===== src/rtl/keypad_pkg.sv =====
// Shared definitions for the keypad scanner: FSM states, special key codes, keymap helpers.
// Latency: none (types and pure functions only).
// Backpressure: none (no handshake; consumers sample the keypad-event outputs directly).
package keypad_pkg;

    typedef enum logic [2:0] {
        SCAN     = 3'd0,
        DEBOUNCE = 3'd1,
        HELD     = 3'd2,
        RELEASE  = 3'd3,
        CLEAR    = 3'd4
    } kp_state_t;

    localparam logic [3:0] KEY_CLEAR  = 4'd7;
    localparam logic [3:0] KEY_REPROG = 4'd8;
    localparam logic [3:0] KEY_LOCK   = 4'd9;

    // All columns pulled high: no key contact in the driven row.
    localparam logic [3:0] COL_IDLE   = 4'hF;

    // Keymap: r0 = 1 2 3 A, r1 = 4 5 6 B, r2 = 7 8 9 C, r3 = * 0 # D.
    function automatic logic [3:0] keymap(input logic [1:0] row, input logic [1:0] col);
        logic [3:0] code;
        code = 4'd0;
        case ({row, col})
            4'h0: code = 4'd1;
            4'h1: code = 4'd2;
            4'h2: code = 4'd3;
            4'h3: code = 4'd10;
            4'h4: code = 4'd4;
            4'h5: code = 4'd5;
            4'h6: code = 4'd6;
            4'h7: code = 4'd11;
            4'h8: code = 4'd7;
            4'h9: code = 4'd8;
            4'hA: code = 4'd9;
            4'hB: code = 4'd12;
            4'hC: code = 4'd14;
            4'hD: code = 4'd0;
            4'hE: code = 4'd15;
            4'hF: code = 4'd13;
            default: code = 4'd0;
        endcase
        return code;
    endfunction

    // Index of the lowest-numbered active (low) column.
    function automatic logic [1:0] first_low(input logic [3:0] col);
        logic [1:0] idx;
        if (!col[0])      idx = 2'd0;
        else if (!col[1]) idx = 2'd1;
        else if (!col[2]) idx = 2'd2;
        else              idx = 2'd3;
        return idx;
    endfunction

    // True when more than one column is pulled low at once.
    function automatic logic multi_low(input logic [3:0] col);
        logic [2:0] n;
        n = 3'(!col[0]) + 3'(!col[1]) + 3'(!col[2]) + 3'(!col[3]);
        return (n > 3'd1);
    endfunction

endpackage


===== src/rtl/keypad_stable_counter.sv =====
// Stability counter: cleared by load, counts up on inc, saturates at MAX_COUNT; tc at MAX_COUNT-1.
// Latency: count updates one cycle after load/inc; tc is combinational from the count.
// Backpressure: none.
module keypad_stable_counter #(
    parameter int MAX_COUNT = 240000,
    parameter int CNT_W     = $clog2(MAX_COUNT + 1)
) (
    input  logic clk,
    input  logic reset_n,
    input  logic load,
    input  logic inc,
    output logic tc
);

    logic [CNT_W-1:0] count;

    // Load wins over increment; hold at MAX_COUNT so the count never wraps.
    always_ff @(posedge clk) begin
        if (!reset_n) begin
            count <= '0;
        end else if (load) begin
            count <= '0;
        end else if (inc && (count != CNT_W'(MAX_COUNT))) begin
            count <= count + CNT_W'(1);
        end
    end

    assign tc = (count == CNT_W'(MAX_COUNT - 1));

endmodule


===== src/rtl/keypad_scan_encoder.sv =====
// 4x4 keypad scanner: row scan, 2-flop column sync, debounce, one encoded key event per press.
// Latency: press accepted DEBOUNCE_CYCLES+2 cycles after stable contact at slot end; release likewise.
// Backpressure: none; optional KEYPAD_MULTIKEY_REJECT_EN rejects multi-column presses via multi_key.
module keypad_scan_encoder #(
    parameter int SCAN_CYCLES     = 4,
    parameter int DEBOUNCE_CYCLES = 240000
) (
    input  logic       hwclk,
    input  logic       reset_n,
    input  logic [3:0] kp_col,
    output logic [3:0] kp_row,
    output logic [3:0] button,
    output logic       bstate,
    output logic       read_input,
    output logic       multi_key
);

    import keypad_pkg::*;

    localparam int SLOT_W = (SCAN_CYCLES > 1) ? $clog2(SCAN_CYCLES) : 1;
    localparam logic [SLOT_W-1:0] SLOT_LAST = SLOT_W'(SCAN_CYCLES - 1);

    logic [3:0]        col_s1;
    logic [3:0]        col_s;
    kp_state_t         state, state_nxt;
    logic [1:0]        row_idx, row_nxt;
    logic [SLOT_W-1:0] slot_cnt, slot_nxt;
    logic              running;
    logic [3:0]        col_lat, col_lat_nxt;
    logic [3:0]        code_lat, code_lat_nxt;
    logic              cnt_load, cnt_inc, cnt_tc;
    logic              accept, release_done;
`ifdef KEYPAD_MULTIKEY_REJECT_EN
    logic              mk_hit;
`endif

    // Columns are asynchronous to hwclk: two-flop synchronizer, idle value is all-high.
    always_ff @(posedge hwclk) begin
        if (!reset_n) begin
            col_s1 <= COL_IDLE;
            col_s  <= COL_IDLE;
        end else begin
            col_s1 <= kp_col;
            col_s  <= col_s1;
        end
    end

    keypad_stable_counter #(
        .MAX_COUNT (DEBOUNCE_CYCLES)
    ) u_stable_cnt (
        .clk     (hwclk),
        .reset_n (reset_n),
        .load    (cnt_load),
        .inc     (cnt_inc),
        .tc      (cnt_tc)
    );

    // Next-state logic: scan slots, press debounce, hold, release debounce, one-cycle clear.
    always_comb begin
        state_nxt    = state;
        row_nxt      = row_idx;
        slot_nxt     = slot_cnt;
        col_lat_nxt  = col_lat;
        code_lat_nxt = code_lat;
        cnt_load     = 1'b0;
        cnt_inc      = 1'b0;
        accept       = 1'b0;
        release_done = 1'b0;
`ifdef KEYPAD_MULTIKEY_REJECT_EN
        mk_hit       = 1'b0;
`endif
        case (state)
            SCAN: begin
                if (running) begin
                    if (slot_cnt != SLOT_LAST) begin
                        slot_nxt = slot_cnt + SLOT_W'(1);
                    end else begin
                        slot_nxt = '0;
                        cnt_load = 1'b1;
                        if (col_s == COL_IDLE) begin
                            row_nxt = row_idx + 2'd1;
`ifdef KEYPAD_MULTIKEY_REJECT_EN
                        end else if (multi_low(col_s)) begin
                            mk_hit  = 1'b1;
                            row_nxt = row_idx + 2'd1;
`endif
                        end else begin
                            col_lat_nxt  = col_s;
                            code_lat_nxt = keymap(row_idx, first_low(col_s));
                            state_nxt    = DEBOUNCE;
                        end
                    end
                end
            end
            DEBOUNCE: begin
                if (col_s != col_lat) begin
                    state_nxt = SCAN;
                    row_nxt   = row_idx + 2'd1;
                    slot_nxt  = '0;
                    cnt_load  = 1'b1;
                end else if (cnt_tc) begin
                    accept    = 1'b1;
                    state_nxt = HELD;
                end else begin
                    cnt_inc = 1'b1;
                end
            end
            HELD: begin
                // Only a full release matters; extra keys while held are ignored.
                if (col_s == COL_IDLE) begin
                    state_nxt = RELEASE;
                    cnt_load  = 1'b1;
                end
            end
            RELEASE: begin
                if (col_s != COL_IDLE) begin
                    state_nxt = HELD;
                end else if (cnt_tc) begin
                    release_done = 1'b1;
                    state_nxt    = CLEAR;
                end else begin
                    cnt_inc = 1'b1;
                end
            end
            CLEAR: begin
                cnt_load  = 1'b1;
                row_nxt   = 2'd0;
                slot_nxt  = '0;
                state_nxt = SCAN;
            end
            default: begin
                state_nxt = SCAN;
                row_nxt   = 2'd0;
                slot_nxt  = '0;
            end
        endcase
    end

    // State register plus scan position and latched candidate key.
    always_ff @(posedge hwclk) begin
        if (!reset_n) begin
            state    <= SCAN;
            row_idx  <= 2'd0;
            slot_cnt <= '0;
            running  <= 1'b0;
            col_lat  <= COL_IDLE;
            code_lat <= 4'd0;
        end else begin
            state    <= state_nxt;
            row_idx  <= row_nxt;
            slot_cnt <= slot_nxt;
            running  <= 1'b1;
            col_lat  <= col_lat_nxt;
            code_lat <= code_lat_nxt;
        end
    end

    // Event outputs: read_input outlives bstate by one cycle so it is valid at the bstate fall.
    always_ff @(posedge hwclk) begin
        if (!reset_n) begin
            button     <= 4'd0;
            bstate     <= 1'b0;
            read_input <= 1'b0;
        end else begin
            if (accept) begin
                button     <= code_lat;
                bstate     <= 1'b1;
                read_input <= 1'b1;
            end
            if (release_done) begin
                bstate <= 1'b0;
            end
            if (state == CLEAR) begin
                read_input <= 1'b0;
            end
        end
    end

`ifdef KEYPAD_MULTIKEY_REJECT_EN
    // One-cycle flag for each rejected multi-column sample.
    always_ff @(posedge hwclk) begin
        if (!reset_n) begin
            multi_key <= 1'b0;
        end else begin
            multi_key <= mk_hit;
        end
    end
`else
    assign multi_key = 1'b0;
`endif

    // Rows idle high until scanning starts after reset, then exactly one row low.
    assign kp_row = running ? ~(4'b0001 << row_idx) : 4'b1111;

endmodule


===== config.mk =====
export PLATFORM = sky130hd
export DESIGN_NAME = keypad_scan_encoder
export DESIGN_NICKNAME = d
export VERILOG_FILES = /design/src/rtl/keypad_pkg.sv /design/src/rtl/keypad_stable_counter.sv /design/src/rtl/keypad_scan_encoder.sv
export SDC_FILE = /design/constraint.sdc
export NUM_CORES = 1
export LEC_CHECK = 0
export ABC_AREA = 1
export ABC_CLOCK_PERIOD_IN_PS = 2480
export CORE_ASPECT_RATIO = 0.6
export CORE_MARGIN = 2
export CORE_UTILIZATION = 60
export CTS_CLUSTER_DIAMETER = 200
export DETAILED_ROUTE_END_ITERATION = 12
export HOLD_SLACK_MARGIN = 0.03
export PLACE_DENSITY = 0.81
export SLEW_MARGIN = 20
export SYNTH_ARGS = -nofsm -noshare
export SYNTH_HDL_FRONTEND = slang
export SYNTH_SLANG_ARGS = --single-unit

===== constraint.sdc =====
create_clock -name hwclk -period 2.48 [get_ports hwclk]
set_input_delay 0.496 -clock hwclk [delete_from_list [all_inputs] [get_ports hwclk]]
set_output_delay 0.496 -clock hwclk [all_outputs]
set_load 0.03 [all_outputs]

==> results of run 1 <==
## layer usage
metal  track usage  share of wire  vias up  wire length [um]
met5             0              0        -                 0
met4        0.0606         0.0068        0                43
met3        0.0637          0.098        4               623
met2         0.327           0.37      121              2350
met1         0.421           0.52     1139              3330
li1              -              -     1291                 -
## registers in the layout, indices dropped and copies added (netlist names)
register,flops
u_stable_cnt.count,18
button,4
code_lat,4
col_lat,4
col_s1,4
col_s,4
state,3
row_idx,2
slot_cnt,2
bstate,1
read_input,1
running,1
## path summary, 6_finish.rpt
kind | from | endpoint | cells past startpoint
setup reg to reg | u_stable_cnt.count[1] | state[0] | 10
hold / removal | col_s1[1] | col_s[1] | 1
hold reg to reg | col_s1[1] | col_s[1] | 1
setup / recovery | row_idx[1] | kp_row[0] | 4
## cell families (layout without fill, tap and decap cells)
logic type | count (synthesis) | in the layout | share of synthesized area
other | 1 | 1 | 0.00138
xor gates and xnor gates | 9 | 9 | 0.0291
adders and majority gates | 11 | 11 | 0.0507
and+or+nand+nor | 213 | 213 | 0.365
DFF | 48 | 48 | 0.354
AOI/OAI and AO/OA | 57 | 57 | 0.116
buffers and inverters | 52 | 65 | 0.0835
## stage by stage
| stage | area [um^2] | util | setup WS (ps) |
|---|---|---|---|
| after global routing | 2980 | 0.703 | 90.7 |
| after global placement | 2880 | 0.680 | 426 |
| final | 2980 | 0.703 | 162 |
| after detailed placement | 2880 | 0.680 | 373 |
| after CTS | 2980 | 0.703 | 42.0 |
| after floorplan | 2710 | - | 849 |
## worst reg2reg max path: cells and delay by family (launching register included)
kind | cells | cell delay, ps
and+or+nand+nor | 6 | 820
DFF | 1 | 410
adders and majority gates | 1 | 270
AOI/OAI and AO/OA | 1 | 190
buffers and inverters | 2 | 180
## Yosys cell counts
cell	n
a211oi_1	1
a21oi_1	24
a31oi_1	3
buf_2	1
buf_4	5
buf_6	1
clkbuf_1	3
clkbuf_4	1
clkinv_1	1
conb_1	1
dfxtp_1	48
ha_1	11
inv_1	34
inv_2	6
nand2_1	99
nand2_2	1
nand3_1	23
nand3_2	3
nand3_4	2
nand3b_1	1
nand3b_4	1
nand4_1	16
nor2_1	50
nor2_2	4
nor2_4	2
nor3_1	2
nor3_2	1
o211ai_1	5
o21a_1	1
o21ai_0	20
o21ai_2	1
o22ai_1	1
o31ai_1	1
or2_2	8
xnor2_1	2
xor2_1	7
## repair_timing
item / CTS / global route
resized for setup: 0 / 1
setup endpoints to repair: 0 / 2
hold buffers: 0 / 0
## power groups by stage
stage               Sequential, mW  Combinational (mW)  Clock [mW]
finish                       0.792              0.0919       0.503
global route                 0.794               0.103       0.538
CTS                          0.792              0.0903       0.505
detailed placement           0.810              0.0894           0
global placement             0.809              0.0868           0
floorplan                    0.806              0.0648           0
## layout make-up
class	count	area [um^2]
clock buffer	7	96.3
fill	362	1260
inverter	41	154
multi-input combinational	291	1530
sequential	48	962
tap	60	75.1
timing repair buffer	17	165
==> out/metrics.cfg, run 1 <==
[run_status]
outcome=complete, no violations

[critical_path]
worstPathRequired_ps=1980
critPathLaunchType=flip-flop
worstSetupEndpointType=output pin
crit_slowest_cell=clkdlybuf4s50_1
path_class=flip-flop to output pin
crit_family=buffers and inverters
cpPeakStageDelay_ps=660
cp_cell_sequence=inv_1 -> ha_1 -> nand2_1 -> clkdlybuf4s50_1
crit_path_max_fanout=6
worstPathArrival_ps=1820
r2r_slack_ps=510
crit_buf_inv=2

[clocking]
root_buffer=clkbuf_8
clkLatencyLatePin_ps=300
cts_tree=done
numCtsBuffers=5
cts_max_level=2
cts.sinks=48
clockBufferDepth=2
postCtsSetupBuffers=0
clk_pin_slew_worst_paths_ps=80

[synth]
netlist_area_um2=2710
yosys_warnings=0
syn_inst=391
avgSynthCellArea_um2=6.94
synth.top_cell.area_share=0.354
synthTopCellsByArea=dfxtp_1 (35%), nand2_1 (14%), nor2_1 (6.9%), ha_1 (5.1%), inv_1 (4.7%)
synth_cell_types=36
syn_nets=408
yosysSeqAreaShare=0.354
synth_area_leader_cell=dfxtp_1
ys_ff_latch=48

[pwr]
p_sw_frac=0.233
switchingPower_mw=0.324
power.total_mw=1.39
comb_power_share=0.066
power_density_nw_per_um2=466
pwr-share-clk=0.363
intPower_mw=1.06
seqPwrFrac=0.571
peakVddDrop_v=0.000302
power_leakage_nw=1.24

[layout]
drive_gt1_frac=0.0965
synthToLayoutAreaGrowth_pct=9.78
final_nets=421
stdcell_count=464
final_common_cell=nand2_1
n_antenna_cell=0
layout_common_cells=nand2_1 (99), nor2_1 (50), dfxtp_1 (47)

[drt]
drt_wl_total_mm=6.35
drtAntennaViolNets=0
drtPass1Iterations=5
route.detailed.drc=0
vias=2555
drt_iter0_markers=286
viasPerCell=5.51
wire_per_inst_um=13.7

[sta]
hold-worst-slack_ps=417
timing.fmax_ghz=0.431
hold_viol=0
skew_ps=6.41
fin_crit_sh=0.935
tns_ps=0
worst-slew-pin-transition_ps=535
period_minus_slack_ps=2320
finalMaxSlewViolations=0
finalSetupViolations=0
slew_headroom=0.643
rsz0062_at_grt=no

[grt]
grt_pass1_wl_mm=10.5
grt_usage=0.258
overflow=0
grt_antenna_before_repair=0
grt_max_degree=20
grt_pass1_vias=2174

[die]
die_w_um=90.8
rows=18
io_pins=17
start_util=0.641
die_y_um=56.1
core_um2=4230
fp.dieArea_um2=5090

[job]
maxCapViolCount=0

[worst_hold_path]
hp-class=flip-flop to flip-flop

[placement]
place_congestion=0.952
numPortBuffers=15
hpwlAfterDp_mm=4.56
dpl.cell_count=457

(Power assumes the default switching activity.)
==> inputs of run 2 (changes only) <==
--- a/config.mk
+++ b/config.mk
@@ -13,7 +13,8 @@
 export CTS_CLUSTER_DIAMETER = 200
 export DETAILED_ROUTE_END_ITERATION = 12
 export HOLD_SLACK_MARGIN = 0.03
-export PLACE_DENSITY = 0.81
+export MAX_ROUTING_LAYER = met4
+export PLACE_DENSITY = 0.85
 export SLEW_MARGIN = 20
 export SYNTH_ARGS = -nofsm -noshare
 export SYNTH_HDL_FRONTEND = slang
==> run 2 against run 1 <==
  * Critical path depth is the same
  * Clock power grew 37%
  * Critical path type unchanged
  * Register-to-register slack is essentially flat
  * Count of clock-buffer cells in the layout shrank 2
  * Sequential power is essentially flat
  * Largest power group unchanged
  * Via count grew 3.4%
  * Global-route usage grew 1.2 points
  * Highest routed layer unchanged
  * Worst hold slack gained 6.4 ps
  * Clock skew grew 3.5 ps
  * Cell count grew 0.22%
==> out/metrics.cfg, run 2 (synthesis results as in run 1) <==
[job]
maxCapViolCount=0  ; unchanged

[drt]
drtAntennaViolNets=0  ; unchanged
drtPass1Iterations=5  ; unchanged
viasPerCell=5.68  ; +3.1%
wire_per_inst_um=14.2  ; +3.8%
drt_wl_total_mm=6.60  ; +4.0%
drt_iter0_markers=320  ; +12%
vias=2641  ; +3.4%
route.detailed.drc=0  ; unchanged

[layout]
postLayoutCoreUtil=0.713  ; +0.00975
final_common_cell=nand2_1
largest_register_ffs=18  ; unchanged
top_register=u_stable_cnt.count
n_antenna_cell=0  ; unchanged
regArea_um2=962  ; unchanged
synthToLayoutAreaGrowth_pct=11.3
multi_input_area_um2=1530  ; unchanged
drive_gt1_frac=0.0988  ; +0.00223
layout_common_cells=nand2_1 (99), nor2_1 (50), dfxtp_1 (47)
nFillCells=345  ; -4.7%
final_nets=421  ; unchanged

[placement]
numPortBuffers=15  ; unchanged
place_congestion=0.983  ; +3.2%
hpwlAfterDp_mm=4.79  ; +5.1%

[sta]
timing.fmax_ghz=0.428  ; -0.90%
finalSetupViolations=0  ; unchanged
finalMaxSlewViolations=0  ; unchanged
skew_ps=9.87  ; +3.46 ps
rsz0062_at_grt=no
worst-slew-pin-transition_ps=563  ; +27.7 ps
slew_headroom=0.625  ; -0.0185
period_minus_slack_ps=2340  ; +21.2 ps
tns_ps=0  ; unchanged
hold-worst-slack_ps=423  ; +6.40 ps
fin_crit_sh=0.943  ; +0.00853
hold_viol=0  ; unchanged

[critical_path]
path_class=flip-flop to output pin
crit_family=buffers and inverters
crit_buf_inv=2  ; unchanged
worstPathArrival_ps=1840  ; +20 ps
cp_cell_sequence=inv_1 -> ha_1 -> nand2_1 -> clkdlybuf4s50_1
critPathLaunchType=flip-flop
crit_path_max_fanout=6  ; unchanged
cpPeakStageDelay_ps=670  ; about the same
worstPathRequired_ps=1980  ; about the same
worstSetupEndpointType=output pin
crit_slowest_cell=clkdlybuf4s50_1

[die]
fp.dieArea_um2=5090  ; unchanged
core_um2=4230  ; unchanged
rows=18  ; unchanged
die_w_um=90.8  ; unchanged
die_y_um=56.1  ; unchanged
io_pins=17  ; unchanged
start_util=0.641  ; unchanged

[clocking]
cts.sinks=48  ; unchanged
cts_tree=done
numCtsBuffers=5  ; unchanged
clockBufferDepth=2  ; unchanged
root_buffer=clkbuf_8
clkLatencyLatePin_ps=310  ; about the same
clk_pin_slew_worst_paths_ps=90  ; about the same
cts_max_level=2  ; unchanged

[run_status]
outcome=complete, no violations

[grt]
grt_max_degree=20  ; unchanged
grt_antenna_before_repair=0  ; unchanged
grt_usage=0.270  ; +0.0122
overflow=0  ; unchanged
grt_pass1_vias=2283  ; +5.0%
grt_pass1_wl_mm=10.8  ; +3.0%

[pwr]
power_density_nw_per_um2=522  ; +12%
peakVddDrop_v=0.000364  ; +21%
power_leakage_nw=1.25  ; +1.5%

[worst_hold_path]
hp-class=flip-flop to flip-flop

[run 2: cell count changes in the layout (fill, tap and decap cells not counted), sizes merged]
| cell | previous run | this run |
|---|---|---|
| clkbuf | 7 | 5 |
| inv | 40 | 41 |
| bufinv | 0 | 2 |
[run 2: metal layers]
layer,global-route usage,vias to the layer above,part of all wire
met5,-,-,0
met4,0.0866,0,0.013
met3,0.0610,9,0.11
met2,0.357,149,0.39
met1,0.403,1186,0.49
li1,-,1297,-
[run 2: layout make-up]
| cell class | instances | area share |
|---|---|---|
| clock inverter | 3 | 0.0228 |
| clock buffer | 5 | 0.0228 |
| multi-input combinational | 291 | 0.505 |
| inverter | 41 | 0.0510 |
| timing repair buffer | 17 | 0.0547 |
| sequential | 48 | 0.319 |
| tap | 60 | 0.0249 |
[run 2: path summary, 6_finish.rpt]
kind	startpoint	endpoint	slack, ps	depth (start not counted)
setup / recovery	row_idx[1]	kp_row[1]	140	4
hold / removal	col_s1[2]	col_s[2]	420	1
setup reg to reg	col_s[1]	u_stable_cnt.count[1]	520	9
hold reg to reg	col_s1[2]	col_s[2]	420	1
[run 2: what timing repair did]
item                                    4_1_cts  5_1_grt
hold buffers                                  0        0
resized for setup                             0        1
setup buffers                                 0        0
endpoints found under the setup margin        0        2
[run 2: metrics by stage]
stage	area, um^2	instances	power [mW]	setup slack [ps]
final	3020	465	1.58	141
after detailed placement	2880	457	0.900	367
after global placement	2880	457	0.896	443
after CTS	3020	465	1.58	26.2
after floorplan	2710	391	0.871	849
after global routing	3020	465	1.62	55.2
[run 2: power breakdown]
group	switching, mW	internal (mW)
Sequential	0.00990	0.782
Combinational	0.0600	0.0335
Clock	0.284	0.406
Total	0.354	1.22
